**src/rtl/load_store_unit.sv**
```systemverilog
// Memory-stage load/store unit: one RV32 load/store per handshake, sub-word loads
// extracted and extended, SB/SH done as read-modify-write on a word-only dmem port.
module load_store_unit #(
  parameter int ADDR_W = 32,
  parameter int DATA_W = 32
) (
  input  logic              clk,
  input  logic              reset,
  input  logic              req_valid,
  output logic              req_ready,
  input  logic              req_store,
  input  logic [2:0]        req_funct3,
  input  logic [ADDR_W-1:0] req_addr,
  input  logic [DATA_W-1:0] req_wdata,
  output logic              resp_valid,
  output logic [DATA_W-1:0] resp_rdata,
  output logic              resp_err,
  output logic [ADDR_W-1:0] mem_addr,
  output logic              mem_r_enable,
  output logic              mem_w_enable,
  output logic [DATA_W-1:0] mem_w_data,
  input  logic [DATA_W-1:0] mem_r_data,
  input  logic              mem_ready
);

  typedef enum logic [2:0] {IDLE, RD, RWAIT, WR, RESP} state_t;

  state_t      state;
  logic        st_store;
  logic [2:0]  st_funct3;
  logic [1:0]  st_lane;
  logic [15:0] st_wdata;

  logic              req_err;
  logic [DATA_W-1:0] lane_shift;
  logic [DATA_W-1:0] load_data;
  logic [DATA_W-1:0] merge_data;
  logic [7:0]        sel_byte;
  logic [15:0]       sel_half;

  assign req_ready    = (state == IDLE);
  assign resp_valid   = (state == RESP);
  assign mem_r_enable = (state == RD);
  assign mem_w_enable = (state == WR);

  always_comb begin
    req_err = 1'b0;
    case (req_funct3)
      3'b000, 3'b100: req_err = 1'b0;
      3'b001, 3'b101: req_err = req_addr[0];
      3'b010:         req_err = (req_addr[1:0] != 2'b00);
      default:        req_err = 1'b1;
    endcase
    // Stores have no unsigned variants.
    if (req_store && req_funct3[2]) req_err = 1'b1;
  end

  always_comb begin
    lane_shift = mem_r_data >> {st_lane, 3'b000};
    sel_byte   = lane_shift[7:0];
    sel_half   = st_lane[1] ? mem_r_data[31:16] : mem_r_data[15:0];
    load_data  = mem_r_data;
    merge_data = mem_r_data;
    case (st_funct3[1:0])
      2'b00: begin
        load_data  = {{24{sel_byte[7] & ~st_funct3[2]}}, sel_byte};
        merge_data = (mem_r_data & ~(32'h0000_00FF << {st_lane, 3'b000}))
                   | ({24'h0, st_wdata[7:0]} << {st_lane, 3'b000});
      end
      2'b01: begin
        load_data  = {{16{sel_half[15] & ~st_funct3[2]}}, sel_half};
        merge_data = st_lane[1] ? {st_wdata, mem_r_data[15:0]}
                                : {mem_r_data[31:16], st_wdata};
      end
      default: ;
    endcase
  end

  always_ff @(posedge clk or posedge reset) begin
    if (reset) begin
      state      <= IDLE;
      st_store   <= 1'b0;
      st_funct3  <= 3'b000;
      st_lane    <= 2'b00;
      st_wdata   <= 16'h0;
      mem_addr   <= '0;
      mem_w_data <= '0;
      resp_rdata <= '0;
      resp_err   <= 1'b0;
    end else begin
      case (state)
        IDLE: if (req_valid) begin
          st_store  <= req_store;
          st_funct3 <= req_funct3;
          st_lane   <= req_addr[1:0];
          st_wdata  <= req_wdata[15:0];
          mem_addr  <= {req_addr[ADDR_W-1:2], 2'b00};
          if (req_err) begin
            resp_err   <= 1'b1;
            resp_rdata <= '0;
            state      <= RESP;
          end else if (req_store && req_funct3 == 3'b010) begin
            mem_w_data <= req_wdata;
            state      <= WR;
          end else begin
            state <= RD;
          end
        end
        RD: state <= RWAIT;
        RWAIT: if (mem_ready) begin
          if (st_store) begin
            mem_w_data <= merge_data;
            state      <= WR;
          end else begin
            resp_rdata <= load_data;
            resp_err   <= 1'b0;
            state      <= RESP;
          end
        end
        WR: begin
          resp_rdata <= '0;
          resp_err   <= 1'b0;
          state      <= RESP;
        end
        RESP: state <= IDLE;
        default: state <= IDLE;
      endcase
    end
  end

endmodule
```
**config.mk**
```make
export PLATFORM = sky130hd
export DESIGN_NAME = load_store_unit
export DESIGN_NICKNAME = d
export VERILOG_FILES = /design/src/rtl/load_store_unit.sv
export SDC_FILE = /design/constraint.sdc
export NUM_CORES = 1
export LEC_CHECK = 0
export ABC_AREA = 1
export CAP_MARGIN = 20
export CORE_ASPECT_RATIO = 0.7
export CORE_MARGIN = 3
export CORE_UTILIZATION = 46
export CTS_CLUSTER_SIZE = 28
export DETAILED_ROUTE_END_ITERATION = 16
export PLACE_DENSITY = 0.91
export SLEW_MARGIN = 15
export SYNTH_ARGS = -nofsm -noshare
export SYNTH_HDL_FRONTEND = slang
export SYNTH_SLANG_ARGS = --single-unit
```
**constraint.sdc**
```tcl
create_clock -name clk -period 4.3 [get_ports clk]
set_input_delay 0.43 -clock clk [delete_from_list [all_inputs] [get_ports clk]]
set_output_delay 0.43 -clock clk [all_outputs]
set_load 0.01 [all_outputs]
```
# --- Yosys cells after proc, flatten, opt, wreduce, memory -nomap -nowiden ---
# Cells that the tools add are included.
word_totals:
  reg_bits: 120
  input_bits: 104
  output_inout_bits: 101
  wordCells: 76
classes:
  eq_ne: 16
  n_shift: 3
  mux: 28
  n_bitwise: 6
  n_reduce_logical: 14
ops:
  columns: ["cell", "n"]
  rows:
  - ["two-way mux 32 bit", 10]
  - ["one-hot mux 32 bit (2 select lines)", 3]
  - ["one-hot mux 32 bit (3 select lines)", 1]
  - ["bitwise AND 32 bit", 1]
  - ["NOT 32 bit", 1]
  - ["OR 32 bit", 1]
  - ["<< shifter 8 x 5 -> 32 bit", 1]
  - ["<< shifter 8 x 5 -> 32 bit (first input constant)", 1]
  - ["right shift 32 x 5 -> 8 bit", 1]
  - ["two-way mux 16 bit", 1]
  - ["two-way mux 3 bit", 4]
  - ["one-hot mux 3 bit (4 select lines)", 1]
  - ["inequality test 2 bit (second input constant)", 5]
  - ["== test 3 x 2 -> 1 bit (second input constant)", 3]
  - ["== test 3 bit (second input constant)", 3]
  - ["== test 3 x 1 -> 1 bit (second input constant)", 2]
  - ["logical NOT 3 bit", 2]
  - ["one-hot mux 1 bit (3 select lines)", 2]
  - ["AND reduction 6 bit", 1]
  - ["two-way mux 1 bit", 5]
  - ["AND reduction 5 bit", 1]
  - ["inequality test 2 x 1 -> 1 bit (second input constant)", 2]
  - ["AND reduction 2 bit", 2]
  - ["nonzero test 2 bit", 2]
  - ["8 further kinds", 11]

# --- Longest topological paths before layout ---
# Gate-level depths: netlist of run 1.
depth:
  word_depth: 8
  depth_mapped: 11
  ltp_nobuf: 10

# --- Worst setup path after synthesis of run 1 ---
# OpenSTA, ideal clock, no wires.
synth_path:
  path_type: "register -> register"
  startpoint: "reg state[0]"
  endpoint: "reg mem_addr[10]"
  setup_time_ns: 0.125
  arrival_time_ns: 1.352
  required_ns: 4.175
  setup_slack_ns: 2.823
  path_stages_with_launch: 7
  n_path_buf: 1
  synth_period_minus_slack_ns: 1.477
  cell_sequence: "dfrtp_1 > nor2_1 > inv_1 > nor2_4 > nand2_2 > buf_2 > mux2_2"
synth_between:
  elab_chain_len: 2
synth_lines:
  columns: ["element", "line_no", "text"]
  rows:
  - ["start: declaration", "28", "state_t state;"]
  - ["start signal: assignment", "81", "state <= IDLE;"]
  - ["start signal: assignment", "101", "state <= RESP;"]
  - ["start signal: assignment", "104", "state <= WR;"]
  - ["logical NOT 3 bit", null, null]
  - ["named net req_ready", "10", "output logic req_ready,"]
  - ["AND reduction 2 bit (no line)", null, null]
  - ["end signal: assignment", "97", "mem_addr <= {req_addr[ADDR_W-1:2], 2'b00};"]
  - ["end: declaration", "18", "output logic [ADDR_W-1:0] mem_addr,"]
# The timed path passes the listed nets, and every way through them passes these cells.
# A chain may end at the register's enable or synchronous reset.

# --- Worst setup path in the final report of run 1 ---
layout_path:
  startpoint: "reg st_lane[1]"
  endpoint: "reg mem_w_data[31]"
layout_between:
  elab_chain_len: 8
  elab_cells_between_ends: 10
  cone_classes: "shift (2); mux (5); bitwise (3)"
layout_lines:
  columns: ["element", "line_no", "text"]
  rows:
  - ["start: declaration", "31", "logic [1:0] st_lane;"]
  - ["start signal: assignment", "95", "st_lane <= req_addr[1:0];"]
  - ["<< shifter 8 x 5 -> 32 bit", "67", "merge_data = (mem_r_data & ~(32'h0000_00FF << {st_lane, 3'b000}))"]
  - ["NOT 32 bit", "67", null]
  - ["bitwise AND 32 bit", "67", null]
  - ["OR 32 bit", "68", "| ({24'h0, st_wdata[7:0]} << {st_lane, 3'b000});"]
  - ["one-hot mux 32 bit (2 select lines) (*)", "64", "case (st_funct3[1:0])"]
  - ["two-way mux 32 bit (*)", "111", "if (st_store) begin"]
  - ["two-way mux 32 bit (*)", "110", "RWAIT: if (mem_ready) begin"]
  - ["one-hot mux 32 bit (2 select lines) (*)", "91", "case (state)"]
  - ["end signal: assignment", "103", "mem_w_data <= req_wdata;"]
  - ["end signal: assignment", "112", "mem_w_data <= merge_data;"]
  - ["end: declaration", "21", "output logic [DATA_W-1:0] mem_w_data,"]
# Mark *: on every way between the ends. The rest lies on a longest branch, timed or not. The select of a mux whose other input is x is not followed.

==> out/summary.txt, run 1 <==
Final setup violation count: 0
Core ar.: 13300 um2
Syn_area_per_cell: 7.79 um2
DRC: 0
Post-synthesis mux area share: 6.23%
RSZ-0062 raised after global routing: false
Commonest cells post-synth: nand2_1 (298), dfrtp_1 (120), inv_1 (53), nand3_1 (51), o21ai_0 (51)
CTS clock-pin slew for the worst setup and hold paths: 0.06 ns
Final hold vios: 0
Ys async rst share: 100%
Combinational power share: 47.7%
# rows: 35
Worst Clk Skew: 0.0110 ns
Ant diodes: 0
Via/cell ratio: 5.41
Power per cell area: 728 nW/um2
Relative slew margins: 41.6%
GPL Wtd Cong: 0.952
WP data required: 4.66 ns
Crit-path max FO: 23
Worst Setup Start Kind: flip-flop
Skew-Pair Late Insertion Delay: 0.42 ns
Sw Share: 41.6%
VDD IR max: 536 uV
Number of routed nets with antenna violations: 0
Main combinational cell family by area after synthesis: simple AND/OR/NAND/NOR gates
Largest area contributor in the netlist: dfrtp_1
Critical Path Sink Type: flip-flop
DR WL/cell: 17.6 um
DIE WIDTH: 146 um
Port Buf Inserts: 202
TritonCTS Buffers: 17
Clk buf depth: 2
Grt ovf: 0
Boundary Pins: 205
Simple-gate share of the synthesized area: 27.3%
Post-synth EDFFs: 0
H-Tree Depth: 4
Worst-Margin Slew: 0.875 ns
Top area cells in the synthesized netlist: dfrtp_1 (48%), nand2_1 (18%), mux2_2 (6.1%)
Area share of the largest cell type after synthesis: 47.6%
Worst hold slack: 0.480 ns
Cts repair resizes: 0
Clk pwr share: 21.6%
Outcome: finished, final reports clean
Most frequent cell after synthesis: nand2_1
Die ar.: 15200 um2
Cts hold-fix bufs: 0
Nets: 1099
Max-cap violations: 0
Xor and xnor area share after synthesis: 0%
Leakage power: 4.17 nW
Synth warnings: 0
Vias in the first global route: 6280
Total wire length: 21000 um
DP HPWL: 15500 um
Drt first pass iters: 6
Complex-gate fraction of the synthesized area: 11.7%
Number of synthesized register bits: 120
Initial Util: 47.5%
Share of power burned in registers: 30.7%
Fin crit share: 57.6%
Hold WC Path Type: flip-flop to flip-flop
CTS root buf: clkbuf_16
Fillers: 1115
Fraction of layout cells with a size suffix above 1: 9.62%
Largest net degree at the start of global routing: 71
Antenna violations before repair: 0
Cell count after synthesis: 809
Area Growth Syn to Fin: 42.3%
Post-synthesis cell area: 6300 um2
Register area share after synthesis: 47.6%
CTS tree: built
NetSw: 2.71 mW
Peak Freq: 0.404 GHz
Ys flop type: dfrtp_1
Total number of vias: 6451
Post-CTS Setup Bufs: 0
Max Slew Vio Count: 0
Post-layout util: 67.6%
Pint: 3.81 mW
Layout Cells excl Fill: 1193
Min Tclk post-route: 2.47 ns
Total area of sequential cells: 3000 um2
CP Class: flip-flop to flip-flop
Final TNS setup: 0 ns
Placed cell count: 1161
Clock Sinks: 120
Footprint of the multi-input gates: 2860 um2
Gr usage total: 27.6%
Distinct cells, synth: 33
DR iter-0 viols: 731
Post-synthesis adder-cell area fraction: 0%
Worst endpoint data arrival time: 2.83 ns
Die Height: 104 um
First-pass GRT wire length: 33200 um
[placed cells by master (no fill, tap or decap), drive strengths merged, types with 5 or more instances in the layout]
cell           Yosys  routed
clkbuf             9      19
clkinvlp           0       5
a21oi             20      20
nand4              6       6
nor2              44      44
o22ai              8       8
o211ai            11      11
inv               60      64
clkdlybuf4s50      0     202
nand3             54      54
buf               33       6
dfrtp            120     120
nand2            307     307
mux2              34      34
o21ai             92      92
[cells by family (layout without fill, tap and decap cells)]
group,after synthesis,after routing
AND/OR/NAND/NOR,415,415
AO/OA/AOI/OAI,136,136
buffers and inverters,102,300
flip-flops,120,120
other,1,2
multiplexers,35,35
[state kept, by name (all words and copies together) (netlist names)]
register    count
st_store        1
mem_w_data     32
st_lane         2
st_wdata       16
resp_err        1
mem_addr       30
resp_rdata     32
st_funct3       3
state           3
[layer usage]
| layer | GRT usage [%] | vias to the layer above | part of all wire [%] |
|---|---|---|---|
| met4 | 9.35 | 0 | 2.2 |
| met3 | 9.71 | 46 | 13 |
| met1 | 37.1 | 3022 | 42 |
| met5 | 0 | - | 0 |
| met2 | 41.9 | 391 | 43 |
| li1 | - | 2992 | - |
[power groups by stage]
stage               logic (mW)  clock network, mW  registers (mW)
floorplan                 1.76                  0            2.01
global placement          3.00                  0            1.97
detailed placement        3.06                  0            2.00
finish                    3.11               1.41            2.00
CTS                       3.09               1.42            1.99
global route              3.40               1.47            2.05
[area by class of cell]
| type | instances | area share (%) |
|---|---|---|
| sequential | 120 | 33.5 |
| multi-input combinational | 588 | 31.9 |
| clock buffer | 19 | 4.83 |
| timing repair buffer | 208 | 23.0 |
| inverter | 60 | 2.57 |
| clock inverter | 13 | 1.63 |
| tap | 185 | 2.58 |
[final timing paths]
path,from,end,cells past startpoint,slack (ns)
max,st_lane[1],mem_w_data[31],8,1.83
max reg2reg,st_lane[1],mem_w_data[31],8,1.83
min reg2reg,mem_w_data[27],mem_w_data[27],2,0.48
min in group asynchronous,reset,mem_addr[27],2,0.54
min,mem_w_data[27],mem_w_data[27],2,0.48
max in group asynchronous,reset,mem_addr[13],3,2.86
[critical path, stage by stage (launching register included)]
cell     delay [ns]
dfrtp_1        0.83
inv_1          0.55
nor2_2         0.50
nand2_1        0.10
nand3_1        0.12
nand2_1        0.11
nand2_1        0.10
nand2_1        0.06
nand2_1        0.06
[stage by stage]
| step | instance area [um2] | power, mW | setup WS, ns |
|---|---|---|---|
| global placement | 8390 | 4.97 | 1.88 |
| CTS | 8970 | 6.50 | 1.93 |
| global route | 8970 | 6.93 | 1.71 |
| floorplan | 6310 | 3.76 | 0.684 |
| detailed placement | 8390 | 5.06 | 1.85 |
| finish | 8970 | 6.53 | 1.83 |
No activity file was read; power rests on OpenSTA's default activity.
==> run 2, diff against run 1 <==
Settings changed: CORE_UTILIZATION 46 to 42, PLACE_DENSITY 0.91 to 0.88.
Clock period 4.3 ns to 2.1 ns, I/O delays scaled along.
==> run 2 against run 1 <==
Net effect:
- critical path depth decreased by 4
- register-to-register slack got worse by 1.7 ns
- clock power grew 100%
- critical path type is now flip-flop to primary output
- largest power group unchanged
==> out/summary.txt, run 2 (synthesis results as in run 1) <==
Outcome: finished, final reports clean
Fraction of layout cells with a size suffix above 1: 11.0%
Boundary Pins: 205
TritonCTS Buffers: 17
Number of routed nets with antenna violations: 0
Max-cap violations: 0
Via/cell ratio: 5.35
CTS root buf: clkbuf_16
Regs by FF count: mem_w_data: 32 flops, resp_rdata: 32 flops, mem_addr: 30 flops
CTS tree: built
Clock Sinks: 120
Drt first pass iters: 5
Final setup margin: 0.125 ns
Die ar.: 16500 um2
Relative slew margins: 57.2%
Skew-Pair Late Insertion Delay: 0.42 ns
Critical Path Sink Type: primary output
Worst-Margin Slew: 0.641 ns
Ant diodes: 0
Crit-path max FO: 4
Worst Setup Start Kind: flip-flop
Largest net degree at the start of global routing: 121
Reg2Reg Depth: 6
Core ar.: 14300 um2
Gr usage total: 25.8%
Total number of vias: 6482
Peak Freq: 0.506 GHz
Nets: 1113
VDD IR max: 1070 uV
Final setup violation count: 0
Port Buf Inserts: 202
Antenna violations before repair: 0
Grt ovf: 0
WP data required: 1.89 ns
DIE WIDTH: 152 um
R2r endpoint: mem_w_data[5]
Final hold vios: 0
Worst endpoint data arrival time: 1.77 ns
GPL Wtd Cong: 1.03
Most frequent cells in the layout: nand2_1 (298), clkdlybuf4s50_1 (201), dfrtp_1 (120), inv_1 (52)
Hold WC Path Type: input pin to async pin
Clk buf depth: 2
Reg2reg start: st_lane[1]
Initial Util: 44.1%
Worst Clk Skew: 0.0121 ns
Die Height: 108 um
DR WL/cell: 17.7 um
Vias in the first global route: 6193
CTS clock-pin slew for the worst setup and hold paths: 0.06 ns
Leakage power: 4.26 nW
DR iter-0 viols: 754
CP Class: flip-flop to primary output
Fillers: 1209
Dpl ws: 0.113 ns
Min Tclk post-route: 1.98 ns
# rows: 36
RSZ-0062 raised after global routing: false
First-pass GRT wire length: 33600 um
Critical Path Start: state[2]
Fin crit share: 94.1%
DP HPWL: 15700 um
Final TNS setup: 0 ns
Power per cell area: 1490 nW/um2
DRC: 0
Max Slew Vio Count: 0
H-Tree Depth: 4
Commonest non-fill, non-tap cell in the layout: nand2_1
Area Growth Syn to Fin: 45.0%
Reg2reg setup slack: 0.17 ns
Total wire length: 21400 um
-- run 2: cell types whose count changed in the layout (fill, tap and decap cells not counted), sizes merged --
cell           previous run  this run
buf                       6        20
bufinv                    2         1
clkbuf                   19        20
dlymetal6s2s              0         1
clkinv                    2         3
clkdlybuf4s50           202       201
clkinvlp                  5         6
inv                      64        62
-- run 2: what timing repair did --
action                                  in CTS  in global routing
endpoints found under the setup margin       0                  2
hold buffers                                 0                  0
gates resized for setup                      0                  2
buffers inserted                             0                  0
-- run 2: metrics by stage --
stage / cell area [um2] / utilization (%) / hold WS, ns / power (mW) / cells
final: 9140 / 64.0 / 0.337 / 13.6 / 1212
after global routing: 9140 / 64.0 / 0.397 / 14.5 / 1212
after CTS: 9130 / 64.0 / 0.370 / 13.6 / 1212
after detailed placement: 8560 / 60.0 / 0.472 / 10.7 / 1180
after global placement: 8560 / 60.0 / 0.463 / 10.5 / 1180
after floorplan: 6310 / - / 0.355 / 7.71 / 810
-- run 2: routing by layer --
metal	up-vias	wire [um]	GRT usage (%)
met5	-	0	0
met4	0	297	6.74
li1	3023	-	-
met2	412	9230	39.0
met1	3013	9220	36.0
met3	34	2700	8.48
-- run 2: cell type report --
cell class / count / area (um2) / area share (%)
repair buffers: 222 / 2240 / 24.5
clock buffers: 20 / 447 / 4.89
multi-input cells: 588 / 2860 / 31.3
well taps: 190 / 238 / 2.60
clock inverters: 12 / 120 / 1.31
inverters: 60 / 231 / 2.53
flip-flops and latches: 120 / 3000 / 32.9
-- run 2: worst max-delay path by stage --
stage / end / slack (ns) / cells after the start
2_1_floorplan: mem_addr[10] / 0.42 / 1
3_3_place_gp: mem_w_data[31] / 0.22 / 10
3_5_place_dp: mem_w_data[1] / 0.11 / 10
4_1_cts: req_ready / 0.01 / 4
5_1_grt: mem_w_data[12] / 0.04 / 8
6_report: mem_w_enable / 0.12 / 4
-- run 2: worst max-delay path: stages, from the launching register on --
cell and delay [ns]:
dfrtp_1 0.46, inv_2 0.12, nand2_2 0.07, nor2_1 0.14, clkdlybuf4s50_1 0.56
-- run 2: power by group --
part	internal, mW	total (mW)	switching [mW]
registers	3.26	3.92	0.664
clock network	1.67	2.82	1.14
logic	3.06	6.86	3.80
total	7.99	13.6	5.61
